--- config.mk ---
export PLATFORM = sky130hd
export DESIGN_NAME = hazard_unit
export DESIGN_NICKNAME = d
export VERILOG_FILES = /design/src/rtl/hazard_unit.sv
export SDC_FILE = /design/constraint.sdc
export NUM_CORES = 1
export LEC_CHECK = 0
export ABC_CLOCK_PERIOD_IN_PS = 1500
export CORE_ASPECT_RATIO = 1.75
export CORE_UTILIZATION = 35
export CTS_CLUSTER_DIAMETER = 100
export DETAILED_ROUTE_END_ITERATION = 6
export PLACE_DENSITY = 0.75
export SLEW_MARGIN = 20
export SYNTH_ARGS = -nofsm -noshare
export SYNTH_HDL_FRONTEND = slang
export SYNTH_SLANG_ARGS = --single-unit
--- constraint.sdc ---
create_clock -name clk -period 1.5 [get_ports clk]
set_input_delay 0.15 -clock clk [delete_from_list [all_inputs] [get_ports clk]]
set_output_delay 0.15 -clock clk [all_outputs]
set_load 0.005 [all_outputs]
--- src/rtl/hazard_unit.sv ---
// hazard_unit: stall/flush/forward controller for the 5-stage core, with a
// wait/timeout FSM that freezes the pipeline during multi-cycle data accesses.
// Ports: clk, rst_n (async active-low); decode/execute/memory/writeback
//   register indices and control bits in; StallF/D/E/M, FlushD/E/W,
//   ForwardAE/BE (00 regfile, 01 W, 10 M) and sticky mem_err out.
// Optional: define HAZARD_PERF_EN to add saturating counters
//   perf_lw_stalls, perf_flushes, perf_mem_stalls (CNT_W bits each).

module hazard_unit #(
    parameter int REG_ADDR_W = 5,
    parameter int TIMEOUT    = 256,
    parameter int CNT_W      = 32
) (
    input  logic                  clk,
    input  logic                  rst_n,
    input  logic [REG_ADDR_W-1:0] Rs1D,
    input  logic [REG_ADDR_W-1:0] Rs2D,
    input  logic [REG_ADDR_W-1:0] Rs1E,
    input  logic [REG_ADDR_W-1:0] Rs2E,
    input  logic [REG_ADDR_W-1:0] RdE,
    input  logic                  MemReadE,
    input  logic                  PCSrcE,
    input  logic [REG_ADDR_W-1:0] RdM,
    input  logic                  RegWriteM,
    input  logic                  MemReqM,
    input  logic                  MemReadyM,
    input  logic [REG_ADDR_W-1:0] RdW,
    input  logic                  RegWriteW,
    output logic                  StallF,
    output logic                  StallD,
    output logic                  StallE,
    output logic                  StallM,
    output logic                  FlushD,
    output logic                  FlushE,
    output logic                  FlushW,
    output logic [1:0]            ForwardAE,
    output logic [1:0]            ForwardBE,
`ifdef HAZARD_PERF_EN
    output logic [CNT_W-1:0]      perf_lw_stalls,
    output logic [CNT_W-1:0]      perf_flushes,
    output logic [CNT_W-1:0]      perf_mem_stalls,
`endif
    output logic                  mem_err
);

    localparam int WC_W = (TIMEOUT > 2) ? $clog2(TIMEOUT) : 1;
    localparam logic [WC_W-1:0] WC_LAST = WC_W'(TIMEOUT - 1);

    if (TIMEOUT < 2 || CNT_W < 1) begin : g_bad_param
        $error("hazard_unit: TIMEOUT must be >= 2 and CNT_W >= 1");
    end

    typedef enum logic [1:0] {
        RUN      = 2'd0,
        MEM_WAIT = 2'd1,
        ERROR    = 2'd2
    } state_t;

    state_t          state, state_nx;
    logic [WC_W-1:0] wait_cnt, wait_cnt_nx;
    logic            mem_err_nx;
    logic            lw_stall;
    logic            mem_stall;

    // ---------------- state registers ----------------
    always_ff @(posedge clk or negedge rst_n) begin
        if (!rst_n) begin
            state    <= RUN;
            wait_cnt <= '0;
            mem_err  <= 1'b0;
        end else begin
            state    <= state_nx;
            wait_cnt <= wait_cnt_nx;
            mem_err  <= mem_err_nx;
        end
    end

    // ---------------- FSM next state ----------------
    always_comb begin
        state_nx    = state;
        wait_cnt_nx = wait_cnt;
        mem_err_nx  = mem_err;
        unique case (state)
            RUN: begin
                if (MemReqM && !MemReadyM) begin
                    state_nx    = MEM_WAIT;
                    wait_cnt_nx = WC_W'(1);
                end
            end
            MEM_WAIT: begin
                if (MemReadyM) begin
                    state_nx    = RUN;
                    wait_cnt_nx = '0;
                end else if (wait_cnt == WC_LAST) begin
                    state_nx   = ERROR;
                    mem_err_nx = 1'b1;
                end else begin
                    wait_cnt_nx = wait_cnt + 1'b1;
                end
            end
            ERROR: begin
                state_nx = ERROR;
            end
            default: begin
                state_nx    = RUN;
                wait_cnt_nx = '0;
            end
        endcase
    end

    // ---------------- hazard detection ----------------
    assign lw_stall = MemReadE && (RdE != '0) &&
                      ((RdE == Rs1D) || (RdE == Rs2D));

    // The ready cycle of a wait is not a stall: the pipeline advances on
    // the same edge that returns the FSM to RUN.
    assign mem_stall = (((state == MEM_WAIT) || ((state == RUN) && MemReqM))
                        && !MemReadyM) || (state == ERROR);

    always_comb begin
        StallF = 1'b0;
        StallD = 1'b0;
        StallE = 1'b0;
        StallM = 1'b0;
        FlushD = 1'b0;
        FlushE = 1'b0;
        FlushW = 1'b0;
        if (!rst_n) begin
            FlushD = 1'b1;
            FlushE = 1'b1;
            FlushW = 1'b1;
        end else if (mem_stall) begin
            // Freeze everything up to M; only W takes a bubble.  The branch
            // in E is kept so it resolves again after release.
            StallF = 1'b1;
            StallD = 1'b1;
            StallE = 1'b1;
            StallM = 1'b1;
            FlushW = 1'b1;
        end else begin
            StallF = lw_stall;
            StallD = lw_stall;
            FlushD = PCSrcE;
            FlushE = lw_stall || PCSrcE;
        end
    end

    // ---------------- forwarding ----------------
    function automatic logic [1:0] fwd_sel(input logic [REG_ADDR_W-1:0] rs);
        logic [1:0] sel;
        sel = 2'b00;
        if (rs != '0) begin
            if (RegWriteM && (RdM == rs))
                sel = 2'b10;
            else if (RegWriteW && (RdW == rs))
                sel = 2'b01;
        end
        return sel;
    endfunction

    assign ForwardAE = rst_n ? fwd_sel(Rs1E) : 2'b00;
    assign ForwardBE = rst_n ? fwd_sel(Rs2E) : 2'b00;

`ifdef HAZARD_PERF_EN
    // ---------------- performance counters ----------------
    localparam logic [CNT_W-1:0] CNT_MAX = '1;

    always_ff @(posedge clk or negedge rst_n) begin
        if (!rst_n) begin
            perf_lw_stalls  <= '0;
            perf_flushes    <= '0;
            perf_mem_stalls <= '0;
        end else begin
            if (lw_stall && perf_lw_stalls != CNT_MAX)
                perf_lw_stalls <= perf_lw_stalls + 1'b1;
            if (PCSrcE && !mem_stall && perf_flushes != CNT_MAX)
                perf_flushes <= perf_flushes + 1'b1;
            if (mem_stall && perf_mem_stalls != CNT_MAX)
                perf_mem_stalls <= perf_mem_stalls + 1'b1;
        end
    end
`endif

endmodule

* Yosys cells after proc, flatten, opt, wreduce, memory -nomap -nowiden
Cells that the tools add are included.
** Cells by class
- Add/sub/neg operators :: 1
- Equal/unequal tests :: 12
- Multiplexer cells :: 25
- Bitwise logic cells :: 2
- Reductions and logical operators :: 21
** Operator list (count)
- $eq 5x5->1 :: 6
- $mux 8 :: 3
- $pmux 8 s3 :: 1
- $mux 2 :: 9
- $reduce_bool 5->1 :: 3
- $mux 1 :: 11
- $logic_and 1x1->1 :: 9
- $add 8x1->8 const B :: 1
- $eq 8x8->1 const B :: 1
- $ne 3x3->1 const B :: 2
- $pmux 2 s3 :: 1
- $reduce_and 3->1 :: 2
- $logic_or 1x1->1 :: 4
- $eq 2x1->1 const B :: 1
- $eq 2x2->1 const B :: 1
- $logic_not 2->1 :: 1
- $ne 2x2->1 const B :: 1
- $not 1->1 :: 2
- $reduce_and 2->1 :: 1
- $logic_not 1->1 :: 1
** Word-level totals
- Register bits after elaboration :: 11
- Bits of input ports :: 43
- Logic and storage cells :: 64

* Longest topological paths before layout
- Depth after elaboration :: 7
- Gate-level depth with buffers :: 5
- Mapped depth without buffers :: 5

* Least setup slack after synthesis
Ideal clock, no wire load.
- Path kind :: reg-to-reg
- Start point :: reg wait_cnt[0]
- End point :: reg wait_cnt[7]
- Setup time :: 124 ps
- Data arrival time :: 1404 ps
- Path slack :: -28 ps
- Cell stages (with the launch flop) :: 6
- Buffers on the path :: 0
- Clock period less this slack :: 1528 ps
- Cell sequence :: dfrtp_1 > ha_1 > nand3_1 > nor4_4 > or2_4 > a211o_1
** Between the ends
- Cells in the longest elaborated chain, start to end :: 4
- Elaborated cells on any way between the ends :: 7
** RTL lines
- from (decl) :: line 60 : logic [WC_W-1:0] wait_cnt, wait_cnt_nx;
- from (signal assigned) :: line 73 : wait_cnt <= wait_cnt_nx;
- $add 8x1->8 :: line 98 : wait_cnt_nx = wait_cnt + 1'b1;
- $mux 8 :: line 94 : end else if (wait_cnt == WC_LAST) begin
- $mux 8 :: line 91 : if (MemReadyM) begin
- $pmux 8 s3 :: line 83 : unique case (state)
Parallel ways exist; a longest one is shown, timed or not. The select of a mux whose other input is x is not followed.
A chain may end at the register's enable or synchronous reset.

* Final worst setup path
- Start point :: reg state[0]
- End point :: out FlushE
** Between the ends
- Cells in the longest elaborated chain, start to end :: 7
- Elaborated cells on any way between the ends :: 9
** RTL lines
- from (decl) :: line 59 : state_t state, state_nx;
- from (signal assigned) :: line 72 : state <= state_nx;
- $logic_not 2->1 :: line 117 : assign mem_stall = (((state == MEM_WAIT) || ((state == RUN) && MemReqM))
- $logic_and 1x1->1 :: line 117
- $logic_or 1x1->1 :: line 117
- $logic_and 1x1->1 :: line 118 : && !MemReadyM) || (state == ERROR);
- $logic_or 1x1->1 (*) :: line 118
- $mux 1 (*) :: line 132 : end else if (mem_stall) begin
- $mux 1 (*) :: line 128 : if (!rst_n) begin
- to (decl) :: line 34 : output logic FlushE,
Mark *: on every way between the ends. The rest lies on a longest branch, timed or not.

==> impl_metrics.ini <==
[setup_path]
cp_max_fo = 4
rrSetupSlack_ns = -0.15
r2r-start = state[1]$_DFFE_PN0P_
end_kind = output port
rr_endpoint = wait_cnt[4]$_DFFE_PN0P_
crit_type = reg2out
worstRegToRegCells = 5
critPathRequiredTime_ns = 1.35
setup.worst_path.start_class = flip-flop
critPathArrivalTime_ns = 1.54

[grt]
grt_use_total_pct = 24.35
grt_pass1_vias = 1511
overflow = 0
grt_max_degree = 16
grt_antenna_before_repair = 0
grt_pass1_wl_um = 5940

[clock_network]
insertion_delay_ns = 0.24
cts_tree = yes
cts_buffers = 3
cts.path.max_buffers = 2
htreeDepth = 1
cts-root-buf = clkbuf_8
cts_sinks = 11
path_clk_slew_ns = 0.05

[synthesis]
synth_compound_area_share_pct = 14.87
syn_area_per_cell_um2 = 8.348
async_flop_share_pct = 100.0
synth.distinct_cells = 37
synth_seq_cells = 11
synth_nets = 169
synth_xor_xnor_area_share_pct = 26.02
synth_top_family_by_area = simple AND/OR/NAND/NOR gates
yosysSeqAreaShare_pct = 26.38
synthCells = 125
synth_edf_count = 0
synth-adder-area-share_pct = 1.199
synth-warning-count = 0
syn_area_um2 = 1044
synthMuxAreaShare_pct = 0
synth_top_flop_cell = dfrtp_1
synth-simple-area-share_pct = 28.54

[floorplanning]
die_w_um = 43.28
design.core.area_um2 = 2753
die_h_um = 74.23
dieArea_um2 = 3212
row_count = 25
io_pins = 55
start_util_pct = 37.91

[sta]
tns_ns = -1.735
slew_headroom_pct = 72.27
fin_ws_ns = -0.1940
setup_viol = 15
skew_ns = 0.001700
post-route-min-period_ns = 1.694
hold_viol_final = 0
maxSlewViolCount = 0
rsz0062_at_grt = yes
worstMarginPinSlew_ns = 0.4146
period_share_pct = 112.9
timing.fmax_ghz = 0.5903

[power]
p_seq_share_pct = 33.4
irDropWorstVdd_uv = 267.4
power_density_nw_per_um2 = 562.0
clockPowerShare_pct = 27.2
p_comb_share_pct = 39.4
p_sw_uw = 369.9
swShare_pct = 32.69
internal_power_uw = 761.6
leakage_uw = 0.0009485

[final_layout]
drive_gt1_share_pct = 45.87
fin_nets = 263
fin_cells = 245
nFillCells = 212
final_common_cell = buf_4
seq_area_um2 = 276.5
multi_input_area_um2 = 915.9
most-common-layout-cells = buf_4 (29), xor2_1 (18), dlygate4sd2_1 (16)
final_area_um2 = 2013
diodes = 0
final_util_pct = 73.14
area_growth_pct = 92.93

[detailed_routing]
drt_first_pass_iters = 4
drc = 0
wire_per_inst_um = 16.16
drtIter0Drc = 23
vias = 1365
met1_length_um = 1321
routed_wl_um = 3959
route.met3.wl_um = 266
routed.top_layer = met4
route.met2.wl_um = 2258
ant_nets = 0
vias_per_cell = 5.571

[placement]
place_congestion = 0.9371
place_inst = 229
dp_hpwl_um = 2882
place_ws_ns = -0.7429
port_buffers = 54
dpl-instance-area_um2 = 1802

[worst_hold_path]
worstHoldPathType = in2reg
holdPathStages = 3
whs_endpoint = state[0]$_DFFE_PN0P_
worstHoldStart = MemReadyM

[run_status]
violations = negative setup slack
status = complete, but fails checks

[run]
maxCapViolCount = 0
worst max path at each step:
stage / from / end / slack [ns]
final: state[0]$_DFFE_PN0P_ / FlushE / -0.19
after global routing: state[0]$_DFFE_PN0P_ / FlushE / -0.23
after CTS: state[0]$_DFFE_PN0P_ / FlushD / -0.18
after detailed placement: RdM[2] / ForwardAE[0] / -0.74
after global placement: Rs1E[1] / ForwardAE[0] / -0.72
after floorplan: wait_cnt[0]$_DFFE_PN0P_ / wait_cnt[7]$_DFFE_PN0P_ / 0.04
metal layers:
layer / up-vias / global-route usage, %
met2: 70 / 48.42
met5: - / 0
li1: 643 / -
met3: 12 / 4.369
met1: 640 / 22.72
met4: 0 / 11.78
state kept, by name, indices dropped and copies added (netlist names):
name / cells
wait_cnt: 8
state: 2
mem_err: 1
power by group through the flow:
stage               combinational, uW  clock [uW]  sequential, uW
floorplan                         161           0             363
global placement                  400           0             369
detailed placement                416           0             371
CTS                               430         308             370
global route                      479         314             380
finish                            446         307             378
final cells by class:
type                            count  share of cell area (%)
Inverter                            2                  0.3729
Timing Repair Buffer               93                   36.48
Clock buffer                        4                   2.237
Sequential cell                    11                   13.74
Multi-Input combinational cell    108                   45.49
Tap cell                           27                   1.678
cells by family after synthesis:
group,after synthesis
and+or+nand+nor,54
buffers and inverters,6
AOI/OAI and AO/OA,22
DFF,11
xor gates and xnor gates,31
adders and majority gates,1
synthesized netlist by cell type, types with 2 or more instances:
| cell | n | area (um2) |
|---|---|---|
| dfrtp_1 | 11 | 275.3 |
| inv_1 | 2 | 7.510 |
| nor3_1 | 4 | 20.02 |
| and3_1 | 2 | 12.51 |
| nor4_1 | 5 | 31.28 |
| nand4_1 | 2 | 12.51 |
| or2_2 | 2 | 12.51 |
| xnor2_1 | 13 | 113.9 |
| o21ai_0 | 5 | 25.02 |
| xor2_1 | 18 | 157.7 |
| nor2_1 | 10 | 37.54 |
| a21oi_1 | 3 | 15.01 |
| nor3b_1 | 2 | 15.01 |
| a31oi_1 | 2 | 12.51 |
| or4_1 | 3 | 22.52 |
| o31a_1 | 2 | 17.52 |
| nand3_1 | 7 | 35.03 |
| nand2_1 | 11 | 41.29 |
| o31ai_1 | 2 | 15.01 |
| buf_4 | 2 | 15.01 |
through the flow:
step | hold WS (ns) | total power [uW]
floorplan | -0.1456 | 523.8
global placement | 0.4524 | 769.7
detailed placement | 0.4585 | 786.6
CTS | 0.3246 | 1108
global route | 0.4670 | 1173
finish | 0.4480 | 1131
repair_timing:
item | 4_1_cts | 5_1_grt
hold endpoints to repair | 0 | 8
buffers inserted | 9 | 4
setup endpoints to repair | 21 | 21
resized for setup | 132 | 31
hold buffers | 0 | 2
pin swaps | 26 | 10
worst max-delay path, stage by stage (launching register included):
cell and delay (ns):
dfrtp_1 0.41, nor2_2 0.20, o31ai_2 0.11, buf_4 0.14
o311ai_1 0.26, buf_2 0.18
(Power assumes the default switching activity.)
==> variant 1, RTL diff (same settings) <==
Add a define of `HAZARD_PERF_EN`.
--- a/src/rtl/hazard_unit.sv
+++ b/src/rtl/hazard_unit.sv
@@ -5,6 +5,8 @@
 //   ForwardAE/BE (00 regfile, 01 W, 10 M) and sticky mem_err out.
 // Optional: define HAZARD_PERF_EN to add saturating counters
 //   perf_lw_stalls, perf_flushes, perf_mem_stalls (CNT_W bits each).
+
+`define HAZARD_PERF_EN
 
 module hazard_unit #(
     parameter int REG_ADDR_W = 5,
Function (old outputs only; new: perf_flushes, perf_lw_stalls and perf_mem_stalls): kept (Yosys induction, for registers that start in step).
==> variant 1 against the unedited design <==
The run still ends with negative setup slack left. Synthesized area grew to 5.3 times the old value. Sequential power rose to 8.6 times the old value. Global-route usage is 1.1 points lower. Cell area grew to 5.6 times the old value. Clock skew up 0.0079 ns. Total power grew to 7.1 times the old value. Die area grew to 5.1 times the old value. Combinational power grew to 5.4 times the old value. Via count increased to 4.4 times the old value. Worst setup slack got worse by 0.30 ns. Routed wire length grew to 5.1 times the old value. Sequential cell count is 96 higher.
==> variant 1: results (changes against the unedited design) <==
| Metric | Value |
|---|---|
| Seq/Total Area, Yosys | 0.4821 (+0.2183) |
| Worst-path clk slew | 0.08 ns (+0.03 ns) |
| Max H-tree Level | 3 (+2) |
| Met1 GRT Util | 0.2255 (-0.001699) |
| Worst Hold Class | in2async |
| Outcome | complete, but fails checks |
| Top post-synthesis cells by area | dfrtp_1, xnor2_1, xor2_1, nand3_1, nand2_1 |
| RePlAce Congestion | 0.8122 (-13%) |
| Share of cells above drive strength 1 | 0.5335 (+0.07481) |
| CP peak stage delay | 0.38 ns (-0.03 ns) |
| Final wirelength | 20380 microns (+410%) |
| NetSw | 2373 uW (+540%) |
| Leakage power | 0.006097 uW (+540%) |
| Crit path capture | perf_lw_stalls[27]$_DFFE_PN0P_ |
| Final setup viols | 113 (+98) |
| Final worst setup slack | -0.4936 ns (-0.2996 ns) |
| Finished Core Util | 0.7291 (-0.002238) |
| Failing checks | negative setup slack |
| Post-place instance area | 9130 sq um (+410%) |
| Via density | 4.990 (-10%) |
| Non-filler instance count after layout | 1200 (+390%) |
| Worst skew pair latency | 0.35 ns (+0.11 ns) |
| Post-synth top cells | dfrtp_1, xnor2_1, nand2_1 |
| Grt met3 use | 0.03716 (-0.006530) |
| CP delay by family, top | simple AND/OR/NAND/NOR gates |
| Final setup TNS | -34.70 ns (-32.97 ns) |
| Post-placement cell count | 1089 (+380%) |
| Post-Syn Nets | 593 (+250%) |
| Cell count after synthesis | 546 (+340%) |
| Worst hold slack | 0.04589 ns (-0.4021 ns) |
| Clock Skews | 0.009590 ns (+0.007889 ns) |
| DP HPWL | 12890 microns (+350%) |
| Worst R2R Path Depth | 7 (+2) |
| Global-route wire length before repair | 30320 microns (+410%) |
| Regs by FF count | perf_flushes x32, perf_lw_stalls x32, perf_mem_stalls x32 |
| Starting DRT DRC Count | 149 (+550%) |
variant 1: cell count changes after synthesis, sizes merged, moves of 5 or more:
| cell | before | now |
|---|---|---|
| and3 | 2 | 17 |
| dfrtp | 11 | 107 |
| inv | 2 | 19 |
| nand2 | 11 | 53 |
| nand3 | 7 | 44 |
| nand4 | 2 | 30 |
| nor2 | 10 | 39 |
| nor3 | 4 | 21 |
| nor4 | 6 | 11 |
| o21ai | 5 | 14 |
| xnor2 | 13 | 85 |
| xor2 | 18 | 38 |
variant 1: area by class of cell:
cell class / instances / share of cell area
Timing Repair Buffer: 455 / 0.3579
Clock buffer: 9 / 0.01997
Inverter: 19 / 0.006325
Clock inverter: 7 / 0.005437
Tap cell: 186 / 0.02064
Sequential cell: 107 / 0.2378
Multi-Input combinational cell: 417 / 0.3520
variant 1: what timing repair did:
item                                    CTS  global route
buffers inserted                         59            42
gates resized for setup                 339           141
gates cloned                              2             0
pin swaps                               125            71
hold buffers                              2             0
endpoints found under the setup margin  157           166
endpoints found under the hold margin     6             0
variant 1: per-layer routing:
metal | vias up | share of wire
met1 | 2935 | 0.34
met4 | 0 | 0.035
met5 | - | 0
met3 | 45 | 0.035
met2 | 184 | 0.59
li1 | 2824 | -
variant 1: cells by family after synthesis:
kind of cell / share of synthesized area
AND/OR/NAND/NOR: 0.2447
XOR/XNOR: 0.1953
flip-flops: 0.4821
AO/OA/AOI/OAI: 0.04370
buffers and inverters: 0.01915
adder cells (fa/ha/maj): 0.009011
multiplexers: 0.006082
variant 1: power by group through the flow:
stage / registers [uW] / clock network (uW) / logic (uW)
finish: 3260 / 2320 / 2430
global route: 3290 / 2460 / 2600
CTS: 3250 / 2350 / 2230
detailed placement: 3290 / 0 / 1970
global placement: 3280 / 0 / 1930
floorplan: 3420 / 0 / 516
==> variant 2, RTL diff (same settings) <==
Made on the original files. The 3 states of `state_t` get a one-hot encoding in 3 bits.
--- a/src/rtl/hazard_unit.sv
+++ b/src/rtl/hazard_unit.sv
@@ -50,10 +50,10 @@
         $error("hazard_unit: TIMEOUT must be >= 2 and CNT_W >= 1");
     end
 
-    typedef enum logic [1:0] {
-        RUN      = 2'd0,
-        MEM_WAIT = 2'd1,
-        ERROR    = 2'd2
+    typedef enum logic [2:0] {
+        RUN      = 3'b001,
+        MEM_WAIT = 3'b010,
+        ERROR    = 3'b100
     } state_t;
 
     state_t          state, state_nx;
Function: no difference found for any inputs over 10 cycles, from zero or initial values and one cycle with rst_n low; not proved beyond that.
==> variant 2 against the unedited design <==
The flow still finishes with violations (negative setup slack). Routed wire length is 16% higher. Fmax is 13% lower. Synthesized area is 14% higher. Cell area is 16% higher. Global-route usage is 1.9 points higher. Total power is 13% lower. Worst setup slack worse by 0.24 ns. Sequential cell count is 1 higher. Largest cell class unchanged.
==> variant 2: results (changes against the unedited design) <==
| Metric | Value |
|---|---|
| Final setup viols | 16 (+1) |
| DP HPWL | 3396 microns (+18%) |
| Total track usage | 0.2626 (+0.01914) |
| Share of cells above drive strength 1 | 0.4625 (+0.003784) |
| Starting DRT DRC Count | 25 (+8.7%) |
| Post-place instance area | 2037 sq um (+13%) |
| Post-synth top cells | xor2_1, xnor2_1, dfrtp_1 |
| CP delay by family, top | compound AO/OA/AOI/OAI gates |
| Final setup TNS | -4.406 ns (-2.671 ns) |
| Failing checks | negative setup slack |
| Clock Skews | 0.001836 ns (+0.0001359 ns) |
| Vias in the first global route | 1649 (+9.1%) |
| Fill cells | 249 (+17%) |
| Via density | 5.297 (-4.9%) |
| CP peak stage delay | 0.55 ns (+0.14 ns) |
| Leakage power | 0.001028 uW (+8.4%) |
| Worst-Margin Slew | 0.3191 ns (-0.09556 ns) |
| CP max FO | 3 (-1) |
| Regs by FF count | wait_cnt x8, state x3, mem_err x1 |
| Worst reg2reg setup slack | -0.30 ns (-0.15 ns) |
| RR Startpoint | state[0]$_DFFE_PN1P_ |
| Top post-synthesis cells by area | dfrtp_1, xor2_1, xnor2_1, nor2_1, dfstp_2 |
| FF-to-FF End | wait_cnt[0]$_DFFE_PN0P_ |
| Crit path max-delay cell type | dfstp_2 |
| Final net count | 285 (+8.4%) |
| Final worst setup slack | -0.4383 ns (-0.2443 ns) |
| Outcome | complete, but fails checks |
| Post-Syn Nets | 180 (+6.5%) |
-- variant 2: layer usage --
| metal | GRT usage | vias to the layer above | share of wire |
|---|---|---|---|
| met1 | 0.2384 | 726 | 0.35 |
| met2 | 0.5070 | 55 | 0.58 |
| met5 | 0 | - | 0 |
| met4 | 0.1559 | 0 | 0.035 |
| met3 | 0.02273 | 13 | 0.041 |
| li1 | - | 705 | - |
-- variant 2: worst min path at each step --
stage	startpoint	end	slack, ns	cells past startpoint
floorplan	rst_n	mem_err$_DFFE_PN0P_	-0.15	0
global placement	mem_err$_DFFE_PN0P_	mem_err$_DFFE_PN0P_	0.47	1
detailed placement	mem_err$_DFFE_PN0P_	mem_err$_DFFE_PN0P_	0.48	1
CTS	rst_n	wait_cnt[1]$_DFFE_PN0P_	0.32	2
global route	mem_err$_DFFE_PN0P_	mem_err$_DFFE_PN0P_	0.51	1
finish	mem_err$_DFFE_PN0P_	mem_err$_DFFE_PN0P_	0.49	1
-- variant 2: stage by stage --
stage | utilization | power, uW | std cells
floorplan | - | 419.7 | 136
global placement | 0.6415 | 620.5 | 265
detailed placement | 0.6415 | 628.5 | 265
CTS | 0.7191 | 984.3 | 282
global route | 0.7325 | 1032 | 283
finish | 0.7325 | 987.8 | 283
-- variant 2: final cells by class --
cell class	count	area share
multi-input cells	116	0.4438
well taps	43	0.02313
flip-flops and latches	12	0.1296
clock buffers	4	0.02367
inverters	2	0.003228
repair buffers	106	0.3765
-- variant 2: report_power, final --
part           total [uW]  internal, uW  switching (uW)  leakage, uW
Sequential            324           324               0     0.000154
Combinational         300           174             125     0.000846
Clock                 364           232             132    0.0000288
-- variant 2: logic make-up after synthesis --
logic type	count (synthesis)	share of synthesized area
muxes	1	0.01267
xor gates and xnor gates	31	0.2291
AOI/OAI and AO/OA	27	0.1669
adders and majority gates	1	0.01056
DFF	12	0.2545
buffers and inverters	8	0.04011
and+or+nand+nor	56	0.2862
-- variant 2: timing repair --
item / in CTS / in global routing
pin swaps: 21 / 16
endpoints found under the setup margin: 21 / 22
hold endpoints to repair: 0 / 11
hold buffers: 0 / 1
resized for setup: 113 / 24
buffers inserted: 16 / 0
